$ cat src/rtl/dma_byp_pkg.sv
// Shared types and round-robin helper for the bypass-out arbiter.
// rr_pick scans circularly from last_ptr+1 and ends on last_ptr.
package dma_byp_pkg;

    localparam int DSC_W_DEF  = 256;
    localparam int CIDX_W_DEF = 16;
    localparam int MAX_SRC    = 8;

    typedef logic [255:0] byp_dsc_t;
    typedef logic [15:0]  byp_cidx_t;

    function automatic logic [MAX_SRC-1:0] rr_pick(
        input logic [MAX_SRC-1:0] req,
        input logic [2:0]         last_ptr,
        input int unsigned        n = MAX_SRC
    );
        logic [MAX_SRC-1:0] g;
        logic               found;
        int unsigned        idx;
        g     = '0;
        found = 1'b0;
        for (int unsigned k = 1; k <= MAX_SRC; k++) begin
            idx = (int'(last_ptr) + k) % n;
            if (k <= n && !found && req[idx[2:0]]) begin
                g[idx[2:0]] = 1'b1;
                found       = 1'b1;
            end
        end
        return g;
    endfunction

endpackage

$ cat src/rtl/dma_rr_arb.sv
// Round-robin picker with burst limiter; the caller owns the
// last_ptr / burst_cnt registers and loads them on a grant.
module dma_rr_arb
    import dma_byp_pkg::*;
#(
    parameter int NUM_SRC   = 2,
    parameter int MAX_BURST = 4,
    parameter int SW        = $clog2(NUM_SRC),
    parameter int BW        = $clog2(MAX_BURST + 1)
) (
    input  logic [NUM_SRC-1:0] req,
    input  logic               ld,
    input  logic               own,
    input  logic [SW-1:0]      last_ptr,
    input  logic [BW-1:0]      burst_cnt,
    output logic [NUM_SRC-1:0] gnt,
    output logic [SW-1:0]      gnt_idx,
    output logic [BW-1:0]      nxt_burst
);

    logic               w_hold;
    logic [MAX_SRC-1:0] w_pick;

    // own is low until the first grant so source 0 wins out of reset
    assign w_hold = own && req[last_ptr] &&
                    (burst_cnt < BW'(MAX_BURST - 1));

    assign w_pick = rr_pick(MAX_SRC'(req), 3'(last_ptr), NUM_SRC);

    always_comb begin
        gnt = '0;
        if (ld) begin
            if (w_hold) gnt[last_ptr] = 1'b1;
            else        gnt = w_pick[NUM_SRC-1:0];
        end
    end

    always_comb begin
        gnt_idx = '0;
        for (int i = 0; i < NUM_SRC; i++)
            if (gnt[i]) gnt_idx = SW'(i);
    end

    assign nxt_burst = w_hold ? burst_cnt + 1'b1 : '0;

endmodule

$ cat src/rtl/dma_byp_out_arb.sv
// Merges NUM_SRC bypass-out descriptor streams onto one registered
// output tagged with its source, with per-source grant counters.
module dma_byp_out_arb
    import dma_byp_pkg::*;
#(
    parameter int NUM_SRC   = 2,
    parameter int DSC_W     = DSC_W_DEF,
    parameter int CIDX_W    = CIDX_W_DEF,
    parameter int MAX_BURST = 4,
    parameter int CNT_W     = 32,
    parameter int SW        = $clog2(NUM_SRC)
) (
    input  logic                      user_clk,
    input  logic                      user_reset,
    input  logic [NUM_SRC*DSC_W-1:0]  s_dsc,
    input  logic [NUM_SRC*CIDX_W-1:0] s_cidx,
    input  logic [NUM_SRC-1:0]        s_vld,
    output logic [NUM_SRC-1:0]        s_rdy,
    output logic [DSC_W-1:0]          m_dsc,
    output logic [CIDX_W-1:0]         m_cidx,
    output logic [SW-1:0]             m_src,
    output logic                      m_vld,
    input  logic                      m_rdy,
    input  logic                      cnt_clr,
    output logic [NUM_SRC*CNT_W-1:0]  gnt_cnt
);

    localparam int BW = $clog2(MAX_BURST + 1);

    logic               r_vld;
    logic [DSC_W-1:0]   r_dsc;
    logic [CIDX_W-1:0]  r_cidx;
    logic [SW-1:0]      r_src;
    logic               r_own;
    logic [SW-1:0]      r_last;
    logic [BW-1:0]      r_burst;
    logic [CNT_W-1:0]   r_cnt [NUM_SRC];

    logic               w_ld;
    logic               w_xfer;
    logic [NUM_SRC-1:0] w_gnt;
    logic [SW-1:0]      w_idx;
    logic [BW-1:0]      w_nxt_burst;

    assign w_ld   = ~r_vld | m_rdy;
    assign w_xfer = |w_gnt;

    dma_rr_arb #(
        .NUM_SRC   (NUM_SRC),
        .MAX_BURST (MAX_BURST),
        .SW        (SW),
        .BW        (BW)
    ) u_arb (
        .req       (s_vld),
        .ld        (w_ld & ~user_reset),
        .own       (r_own),
        .last_ptr  (r_last),
        .burst_cnt (r_burst),
        .gnt       (w_gnt),
        .gnt_idx   (w_idx),
        .nxt_burst (w_nxt_burst)
    );

    assign s_rdy = w_gnt;

    always_ff @(posedge user_clk or posedge user_reset) begin
        if (user_reset) begin
            r_vld  <= 1'b0;
            r_dsc  <= '0;
            r_cidx <= '0;
            r_src  <= '0;
        end else if (w_xfer) begin
            r_vld  <= 1'b1;
            r_dsc  <= s_dsc[w_idx*DSC_W +: DSC_W];
            r_cidx <= s_cidx[w_idx*CIDX_W +: CIDX_W];
            r_src  <= w_idx;
        end else if (w_ld) begin
            r_vld  <= 1'b0;
        end
    end

    always_ff @(posedge user_clk or posedge user_reset) begin
        if (user_reset) begin
            r_own   <= 1'b0;
            r_last  <= SW'(NUM_SRC - 1);
            r_burst <= '0;
        end else if (w_xfer) begin
            r_own   <= 1'b1;
            r_last  <= w_idx;
            r_burst <= w_nxt_burst;
        end
    end

    // clear beats a same-cycle grant
    always_ff @(posedge user_clk or posedge user_reset) begin
        if (user_reset) begin
            for (int i = 0; i < NUM_SRC; i++) r_cnt[i] <= '0;
        end else if (cnt_clr) begin
            for (int i = 0; i < NUM_SRC; i++) r_cnt[i] <= '0;
        end else begin
            for (int i = 0; i < NUM_SRC; i++)
                if (w_gnt[i]) r_cnt[i] <= r_cnt[i] + 1'b1;
        end
    end

    for (genvar i = 0; i < NUM_SRC; i++) begin : g_cnt
        assign gnt_cnt[i*CNT_W +: CNT_W] = r_cnt[i];
    end

    assign m_vld  = r_vld;
    assign m_dsc  = r_dsc;
    assign m_cidx = r_cidx;
    assign m_src  = r_src;

endmodule
$ cat config.mk
export PLATFORM = sky130hd
export DESIGN_NAME = dma_byp_out_arb
export DESIGN_NICKNAME = d
export VERILOG_FILES = /design/src/rtl/dma_byp_pkg.sv /design/src/rtl/dma_rr_arb.sv /design/src/rtl/dma_byp_out_arb.sv
export SDC_FILE = /design/constraint.sdc
export NUM_CORES = 1
export LEC_CHECK = 0
export ABC_AREA = 1
export BUFFER_PORTS_ARGS = -buffer_cell sky130_fd_sc_hd__buf_2
export CELL_PAD_IN_SITES_DETAIL_PLACEMENT = 1
export CELL_PAD_IN_SITES_GLOBAL_PLACEMENT = 2
export CORE_AREA = 2 2 348 350
export CTS_BUF_LIST = sky130_fd_sc_hd__clkbuf_16
export CTS_CLUSTER_SIZE = 14
export DETAILED_ROUTE_END_ITERATION = 7
export DIE_AREA = 0 0 350 352
export GPL_ROUTABILITY_DRIVEN = 0
export PLACE_DENSITY = 0.55
export RECOVER_POWER = 100
export REMOVE_ABC_BUFFERS = 1
export SYNTH_ARGS = -nofsm -noshare
export SYNTH_HDL_FRONTEND = slang
export SYNTH_SLANG_ARGS = --single-unit
$ cat constraint.sdc
create_clock -name user_clk -period 12.3 [get_ports user_clk]
set_clock_uncertainty 0.15 [all_clocks]
set_input_delay 0.615 -clock user_clk [delete_from_list [all_inputs] [get_ports user_clk]]
set_output_delay 0.615 -clock user_clk [all_outputs]
set_load 0.005 [all_outputs]
==> reports/results.txt, run 1 <==
die area: 0.123 mm2
worst rel slew slack: -236%
top achievable clock speed: 130 MHz
Initial Util: 16.5%
crit start category: register
met2 usage: 26.9%
Final Max Slew Viols: 481
top-count cell post-synth: nand2_1
endpoints failing hold: 0
post-synthesis cell type count: 29
first-pass GRT wire length: 150,000 um
Sw Pwr: 2.53 mW
Post-synth EDFFs: 0
failing checks: capacitance limit, slew limit
Max VDD drop: 0.101 mV
CTS resizes: 0
Cell Pwr Density: 217 mW/mm2
most common library cells after synthesis: nand2_1, nand3_1, dfrtp_1
combinational fraction of design power: 43.7%
Post-Syn Instances: 2,794
ratio of final minimum period to clock period: 62.6%
P_int: 3.27 mW
Clock Path Buffers: 3
# rows: 127
status: complete, but fails checks
CP Max Fanout: 86
Slew @ Worst Pin: 5.01 ns
Mapped Area: 0.0197 mm2
RSZ-0062 raised after global routing: no
GR Util met3: 5.57%
GR peak layer: met2
Worst Hold Class: in -> reg
syn avg cell area: 7.04 um2
Total GRT Usage: 16.2%
switch share: 43.7%
clock share of power: 23.5%
vias per cell: 4.02
vias in the first global route: 22,100
area grow syn2layout: 35.7%
initial antenna violation count: 60
post-synth top area cell: dfrtp_1
CTS Buf Count: 50
share of cells above drive strength 1: 20.0%
clock-pin transition on the worst setup and hold timing paths: 0.06 ns
nets: 4,142
residual overflow from global routing: 0
Crit Path Category: reg -> out
part of the power in registers: 32.8%
async set-reset flop share out of synthesis: 100%
H-tree levels: 2
Hold WS: 0.114 ns
WP data arrival: 6.94 ns
Ports: 890
Wirelength per Cell: 19.5 um
Core Util, Final: 22.4%
YS warnings: 0
largest net degree at the start of global routing: 184
hpwl dp: 75,400 um
Residual DRC: 0
via count: 21,200
synthesis-stage register bit count: 343
area share of the largest cell type after synthesis: 43.5%
min cycle time layout: 7.70 ns
Lkg Pwr: 13.8 nW
final setup fails: 0
M1 GR Usage: 18.8%
sequential share of the synthesized area: 43.7%
Die Y: 352 um
Worst setup EP type: output port
DR iter-0 viols: 859
CP required: 11.53 ns
max_cap viols: 7
IO buf count: 889
Routed WL: 103,000 um
core area: 0.119 mm2
clk sinks: 343
worst skew pair latency: 0.61 ns
ANT nets after route: 0
Initial DRT Pass Iterations: 5
Die X: 350 um
Root Buffer: clkbuf_16
ys flop type: dfrtp_1
CTS tree: yes
top post-synthesis cells by area: dfrtp_1, nand2_1, nand3_1, or2_0, inv_1
Sum Neg Setup Slack: 0 ns
## worst paths after layout
| check | from | endpoint | slack, ns | depth (start not counted) |
|---|---|---|---|---|
| worst min-delay path | s_dsc[302] | m_dsc[46] | 0.11 | 4 |
| worst min register to register | m_src | m_src | 0.33 | 2 |
| min in group asynchronous | user_reset | r_burst[1] | 1.40 | 2 |
| max in group asynchronous | user_reset | m_dsc[152] | 6.06 | 4 |
| worst max register to register | r_last | gnt_cnt[14] | 4.97 | 10 |
| worst max-delay path | r_last | s_rdy[0] | 4.60 | 10 |
## layout make-up
class,count,area (um2)
fillers,14900,92600
multi-input cells,1938,8960
flip-flops and latches,343,8580
repair buffers,910,4290
well taps,1612,2020
inverters,346,1310
clock buffers,51,1280
clock inverters,36,184
diodes,32,80.1
## power groups by stage
stage,clock (mW),sequential [mW],combinational (mW)
4_1_cts,1.44,1.90,2.72
3_3_place_gp,0,1.91,2.69
6_report,1.36,1.90,2.54
3_5_place_dp,0,1.91,2.71
2_1_floorplan,0,1.92,1.46
5_1_grt,1.47,1.97,2.94
## per-layer routing
| metal | vias up | part of all wire (%) |
|---|---|---|
| met5 | - | 0.27 |
| met4 | 42 | 3.6 |
| met3 | 188 | 7.4 |
| met2 | 596 | 48 |
| met1 | 10100 | 41 |
| li1 | 10300 | - |
## critical path, stage by stage (launching register included)
cell and delay [ns]:
dfstp_1 0.54, inv_1 0.07, nand2_1 0.06, nand2_1 0.06
nand2_1 0.10, nand2_1 0.69, nand2_8 0.84, clkbuf_1 2.80
inv_1 0.10, clkbuf_1 0.70, clkbuf_1 0.28
## state kept, by name (all words and copies together), names as in the netlist
register  count
m_vld         1
m_dsc       256
r_last        1
m_src         1
r_burst       3
gnt_cnt      64
r_own         1
m_cidx       16
## stage by stage
step | power, mW | setup WS [ns] | cell area (um2) | cells
4_1_cts | 6.06 | 7.44 | 27000 | 5236
5_1_grt | 6.38 | 3.85 | 26700 | 5264
3_5_place_dp | 4.62 | 7.73 | 25500 | 5148
2_1_floorplan | 3.38 | 0.866 | 18800 | 2627
6_report | 5.81 | 4.60 | 26700 | 5268
3_3_place_gp | 4.60 | 7.75 | 25500 | 5148
## cells in the final DEF (no fill, tap or decap), drive strengths merged
cell and count:
nand4 38, clkinv 21, diode 32, nand3 590, ha 3, nor2 120
inv 358, xor2 8, dfrtp 342, dlygate4sd3 1, or2 282, bufinv 1
nand2 862, clkbuf 336, o21ai 24, xnor2 1, buf 624, o31ai 1
clkinvlp 2, o21bai 3, dfstp 1, nor3 5, a21oi 1
## kinds of logic (layout without fill, tap and decap cells)
logic type               count (synthesis)  after routing  share of synthesized area (%)
AO/OA/AOI/OAI                           29             29                          0.789
XOR/XNOR                                 9              9                          0.401
adder cells (fa/ha/maj)                  3              3                          0.191
buffers and inverters                  513           1343                           10.8
flip-flops                             343            343                           43.7
other                                    0             32                              0
AND/OR/NAND/NOR                       1897           1897                           44.2
## repair_timing
item                                   CTS  global route
endpoints found under the hold margin    1             0
hold buffers                             1             0
setup buffers                            0             0
(Power assumes the default switching activity.)
==> inputs of run 2 (changes only) <==
Clock period 12.3 ns to 7.52 ns, I/O delays scaled along.
==> reports/results.txt, run 2 (same netlist as run 1, synthesis figures left out) <==
Lkg Pwr: 16.1 nW (+17%)
setup ws final: 1.85 ns (-2.75 ns)
nets: 4,682 (+13%)
Ports: 890 (unchanged)
clock share of power: 21.1% (-2.4 points)
multi-input combinational cell area: 0.00896 mm2 (about the same)
# rows: 127 (unchanged)
RR Startpoint: r_last
share of cells above drive strength 1: 17.3% (-2.7 points)
Routed WL: 107,000 um (+3.9%)
Slew @ Worst Pin: 3.20 ns (-1.81 ns)
CTS tree: yes
Cell Pwr Density: 348 mW/mm2 (+60%)
vias in the first global route: 25,100 (+14%)
via count: 23,500 (+11%)
CP max stage cell: clkbuf_2
Sw Pwr: 4.47 mW (+76%)
Root Buffer: clkbuf_16
Max VDD drop: 0.148 mV (+47%)
reg2reg setup slack: 1.85 ns (-3.12 ns)
CTS Buf Count: 52 (+4.0%)
hpwl dp: 75,700 um (+0.32%)
initial antenna violation count: 50 (-17%)
FF-to-FF End: m_dsc[245]
CP Cell Sequence: inv_1 -> nand2_1 -> nand2_1 -> nand2_1 -> nand2_4 -> nand2_8 -> clkbuf_2 -> clkbuf_2 -> nand2_1 -> nand3_1 -> nand2_1 -> dlygate4sd3_1 -> inv_1
endpoints failing hold: 0 (unchanged)
residual overflow from global routing: 0 (unchanged)
Clock Path Buffers: 3 (unchanged)
Die X: 350 um (unchanged)
P_int: 6.74 mW (+110%)
CP most frequent cell: nand2_1
area grow syn2layout: 63.9%
max_cap viols: 7 (unchanged)
WP data arrival: 6.09 ns (-0.85 ns)
Worst Hold Depth: 4 (unchanged)
# fillers: 14,900 (-0.20%)
R2R cell count: 13 (+3)
clock-pin transition on the worst setup and hold timing paths: 0.06 ns (about the same)
DR iter-0 viols: 857 (-0.23%)
commonest non-fill, non-tap cell in the layout: nand2_1
Initial DRT Pass Iterations: 5 (unchanged)
ANT nets after route: 0 (unchanged)
Seq. cell area: 0.00858 mm2 (unchanged)
switch share: 39.9% (-3.8 points)
dpl ws: 3.47 ns (-4.26 ns)
most frequent cells in the layout: nand2_1, buf_2, nand3_1, dlygate4sd3_1, inv_1
part of the power in registers: 27.8% (-5.0 points)
CTS hold repair buffers: 538 (+537)
crit path launch: r_last
H-tree levels: 2 (unchanged)
final setup fails: 0 (unchanged)
Worst Hold Class: in -> reg
Initial Util: 16.5% (unchanged)
die area: 0.123 mm2 (unchanged)
Total GRT Usage: 16.9% (+0.71 points)
worst rel slew slack: -114% (+120 points)
Die Y: 352 um (unchanged)
min-delay src: s_dsc[294]
ratio of final minimum period to clock period: 75.3%
first-pass GRT wire length: 160,000 um (+6.3%)
RSZ-0062 raised after global routing: no
core area: 0.119 mm2 (unchanged)
status: complete, but fails checks
largest net degree at the start of global routing: 171 (-7.1%)
failing checks: capacitance limit, slew limit
combinational fraction of design power: 51.1% (+7.4 points)
CTS resizes: 0 (unchanged)
clk sinks: 343 (unchanged)
# Post-CTS Setup Buffers: 0 (unchanged)
Hold EP: m_dsc[38]
top achievable clock speed: 177 MHz
CP Max Fanout: 67 (-22%)
Wirelength per Cell: 18.4 um (-5.9%)
Final Max Slew Viols: 369 (-23%)
CP required: 7.94 ns (-3.59 ns)
worst skew pair latency: 0.63 ns (+0.02 ns)
crit start category: register
crit-path max cell delay: 1.38 ns (-1.42 ns)
min cycle time layout: 5.67 ns
Worst setup EP type: register
Crit Path Category: reg -> reg
Post-Place Cells: 5,149 (+0.019%)
vias per cell: 4.05 (+0.57%)
IO buf count: 889 (unchanged)
Finished Layout Cells: 5,814 (+10%)
Residual DRC: 0 (unchanged)
max reg flops: 256 (unchanged)
run 2: area by class of cell:
class	instances	area share [%]
diodes	32	0.248
clock buffers	53	4.12
clock inverters	42	0.804
inverters	346	4.06
multi-input cells	1938	27.8
flip-flops and latches	343	26.6
well taps	1612	6.26
repair buffers	1448	30.1
run 2: worst max-delay path: cells and delay by family (launching register included):
| family | cells | cell delay [ns] |
|---|---|---|
| simple gates | 8 | 1.59 |
| buf+inv | 5 | 3.19 |
| flops | 1 | 0.53 |
run 2: stage by stage:
stage / hold slack, ns / setup TNS [ns] / util, % / cell area, um2 / power (mW)
after CTS: 0.00609 / 0 / 27.3 / 32500 / 11.6
after global placement: 0.301 / 0 / 21.4 / 25600 / 7.52
after global routing: 0.0233 / 0 / 27.0 / 32200 / 12.2
final: 0.0340 / 0 / 27.0 / 32200 / 11.2
after floorplan: 0.298 / -1753.63 / - / 18800 / 5.53
after detailed placement: 0.310 / 0 / 21.4 / 25600 / 7.56
run 2: worst max path at each step:
stage	endpoint	slack, ns	depth (start not counted)
CTS	m_dsc[245]	2.90	13
finish	m_dsc[245]	1.85	13
detailed placement	m_dsc[245]	3.47	12
global placement	m_dsc[168]	3.51	12
global route	m_dsc[102]	1.28	13
floorplan	s_rdy[0]	-3.60	6
run 2: power groups by stage:
stage          clock network, mW  registers, mW  logic (mW)
6_report                    2.37           3.12        5.73
5_1_grt                     2.55           3.21        6.48
4_1_cts                     2.49           3.11        5.95
3_5_place_dp                   0           3.12        4.44
3_3_place_gp                   0           3.12        4.40
2_1_floorplan                  0           3.14        2.39
run 2: layer usage:
metal | vias up | track usage [%] | share of wire, %
met5 | - | 0 | 0.18
met4 | 30 | 6.22 | 3.4
met3 | 173 | 4.72 | 6.6
met2 | 617 | 29.4 | 49
met1 | 11300 | 19.7 | 41
li1 | 11400 | - | -
==> inputs of run 3 (changes only) <==
Settings changed: ABC_AREA 1 to 0, CORE_AREA 2 2 348 350 to 2 2 342 344, DIE_AREA 0 0 350 352 to 0 0 344 346, PLACE_DENSITY 0.55 to 0.51.
Clock period 7.52 ns to 4.8 ns, I/O delays scaled along.
==> reports/results.txt, run 3 <==
Wirelength per Cell: 19.3 um (+5.0%)
Lkg Pwr: 12.7 nW (-21%)
CTS tree: yes
Worst Hold Depth: 2 (-2)
CP required: 5.20 ns (-2.74 ns)
Residual DRC: 0 (unchanged)
# Post-CTS Setup Buffers: 0 (unchanged)
Hold WS: 0.0675 ns (+0.0335 ns)
status: complete, but fails checks
H-tree levels: 2 (unchanged)
commonest non-fill, non-tap cell in the layout: buf_2
clk sinks: 343 (unchanged)
Total GRT Usage: 15.1% (-1.8 points)
hpwl dp: 65,300 um (-14%)
ys flop type: dfrtp_1
syn avg cell area: 8.34 um2 (+19%)
RR Startpoint: r_burst[2]
CTS resizes: 0 (unchanged)
Max VDD drop: 0.231 mV (+56%)
ANT nets after route: 0 (unchanged)
Routed WL: 93,900 um (-12%)
residual overflow from global routing: 0 (unchanged)
RSZ-0062 raised after global routing: no
IO buf count: 889 (unchanged)
WP data arrival: 4.34 ns (-1.75 ns)
Root Buffer: clkbuf_16
YS warnings: 0 (unchanged)
max reg flops: 256 (unchanged)
top-count cell post-synth: a21oi_1
clock-pin transition on the worst setup and hold timing paths: 0.06 ns (about the same)
post-synthesis cell type count: 38 (+31%)
via count: 19,700 (-16%)
initial antenna violation count: 35 (-30%)
crit start category: register
final setup fails: 0 (unchanged)
Final Max Slew Viols: 88 (-76%)
synthesis-stage register bit count: 343 (unchanged)
R2R cell count: 8 (-5)
CP Cell Sequence: nor2b_1 -> a21oi_1 -> or3_1 -> inv_8 -> clkbuf_1 -> a21oi_1 -> a21oi_1 -> dlygate4sd3_1
most frequent cells in the layout: buf_2, a21oi_1, dlygate4sd3_1, dfrtp_1, nand2_1
CTS Buf Count: 50 (-3.8%)
Die Y: 346 um (-1.7%)
max_cap viols: 1 (-6)
Post-Syn Instances: 1,906 (-32%)
failing checks: capacitance limit, slew limit
Worst Hold Class: in -> reg
worst skew pair latency: 0.61 ns (-0.02 ns)
worst rel slew slack: -45.8% (+68 points)
# rows: 125 (-1.6%)
FF-to-FF End: m_dsc[207]
CP Max Fanout: 90 (+34%)
CP max stage cell: clkbuf_1
Sum Neg Setup Slack: 0 ns (unchanged)
ratio of final minimum period to clock period: 82.2% (+6.9 points)
Clock Path Buffers: 3 (unchanged)
DR iter-0 viols: 728 (-15%)
top achievable clock speed: 253 MHz (+44%)
vias in the first global route: 21,300 (-15%)
CP most frequent cell: a21oi_1
sequential share of the synthesized area: 54.0% (+10 points)
post-synth top area cell: dfrtp_1
min-delay src: cnt_clr
Post-synth EDFFs: 0 (unchanged)
top post-synthesis cells by area: dfrtp_1, a21oi_1, nand2_1, nor2_1, clkbuf_1
min cycle time layout: 3.95 ns (-1.72 ns)
Cell Pwr Density: 492 mW/mm2 (+41%)
crit-path max cell delay: 0.61 ns (-0.77 ns)
endpoints failing hold: 0 (unchanged)
area share of the largest cell type after synthesis: 53.8% (+10 points)
Crit Path Category: reg -> reg
Die X: 344 um (-1.7%)
Ports: 890 (unchanged)
largest net degree at the start of global routing: 144 (-16%)
Initial DRT Pass Iterations: 4 (-1)
Mapped Area: 0.0159 mm2 (-19%)
vias per cell: 4.06 (+0.28%)
core area: 0.115 mm2 (-3.3%)
Initial Util: 13.8% (-2.7 points)
Worst setup EP type: register
Slew @ Worst Pin: 2.18 ns (-1.01 ns)
area grow syn2layout: 80.0%
most common library cells after synthesis: a21oi_1, dfrtp_1, nand2_1
die area: 0.119 mm2 (-3.4%)
Hold EP: gnt_cnt[36]
Core Util, Final: 24.8% (-2.2 points)
# fillers: 14,100 (-5.6%)
nets: 3,829 (-18%)
share of cells above drive strength 1: 21.0% (+3.6 points)
first-pass GRT wire length: 137,000 um (-14%)
async set-reset flop share out of synthesis: 100% (unchanged)
reg2reg setup slack: 0.85 ns (-1.00 ns)
run 3: how the worst max path moves through the flow:
| stage | startpoint | endpoint | slack [ns] | cells after the start |
|---|---|---|---|---|
| 2_1_floorplan | r_burst[2] | r_burst[0] | -7.39 | 6 |
| 3_5_place_dp | r_burst[2] | m_cidx[9] | 1.65 | 7 |
| 6_report | r_burst[2] | m_dsc[207] | 0.85 | 8 |
| 5_1_grt | r_burst[2] | m_dsc[105] | 0.53 | 8 |
| 3_3_place_gp | r_burst[2] | m_dsc[229] | 1.69 | 7 |
| 4_1_cts | r_burst[2] | s_rdy[0] | 0.98 | 6 |
run 3: logic make-up (layout without fill, tap and decap cells):
logic type / Yosys count / in the layout / synth area share (%)
multiplexers: 3 / 3 / 0.212
other: 0 / 26 / 0
adder cells (fa/ha/maj): 3 / 3 / 0.236
XOR/XNOR: 12 / 12 / 0.661
flip-flops: 343 / 343 / 54.0
AND/OR/NAND/NOR: 743 / 743 / 19.9
AO/OA/AOI/OAI: 648 / 648 / 20.7
buffers and inverters: 154 / 1560 / 4.27
run 3: power breakdown:
part	internal, mW	leakage (nW)	total [mW]	switching (mW)
clock	1.96	0.779	3.49	1.52
combinational	3.00	7.79	5.79	2.79
sequential	4.06	4.12	4.79	0.724
run 3: metrics by stage:
stage	cells	total power, mW	instance area (um2)	setup slack (ns)
global placement	4201	9.10	22000	1.69
finish	4862	14.1	28600	0.853
global route	4861	15.1	28600	0.526
detailed placement	4201	9.09	22000	1.65
CTS	4836	14.5	29000	0.976
floorplan	1766	6.65	15300	-7.39
run 3: cell type report:
type                    instances  area (um2)  share of cell area, %
repair buffers               1458        9880                   34.5
diodes                         26        65.1                  0.227
multi-input cells            1409        6630                   23.2
inverters                      14        71.3                  0.249
well taps                    1524        1910                   6.66
clock buffers                  53        1330                   4.64
clock inverters                35         154                  0.538
flip-flops and latches        343        8580                   30.0
run 3: layer usage:
metal / global-route usage [%] / part of all wire (%) / vias to the layer above
li1: - / - / 9264
met1: 17.4 / 40 / 9774
met2: 26.7 / 51 / 538
met3: 3.93 / 5.7 / 152
met4: 5.65 / 3.3 / 6
met5: 0 / 0.033 / -
run 3: timing repair:
action	in CTS	in global routing
endpoints found under the hold margin	360	0
endpoints found under the setup margin	0	0
hold buffers	547	0
run 3: critical path: cells and delay by family (launching register included):
| family | cells | cell delay [ns] |
|---|---|---|
| AO/OA/AOI/OAI | 3 | 0.64 |
| buffers and inverters | 3 | 1.70 |
| flip-flops | 1 | 0.37 |
| AND/OR/NAND/NOR | 2 | 0.99 |
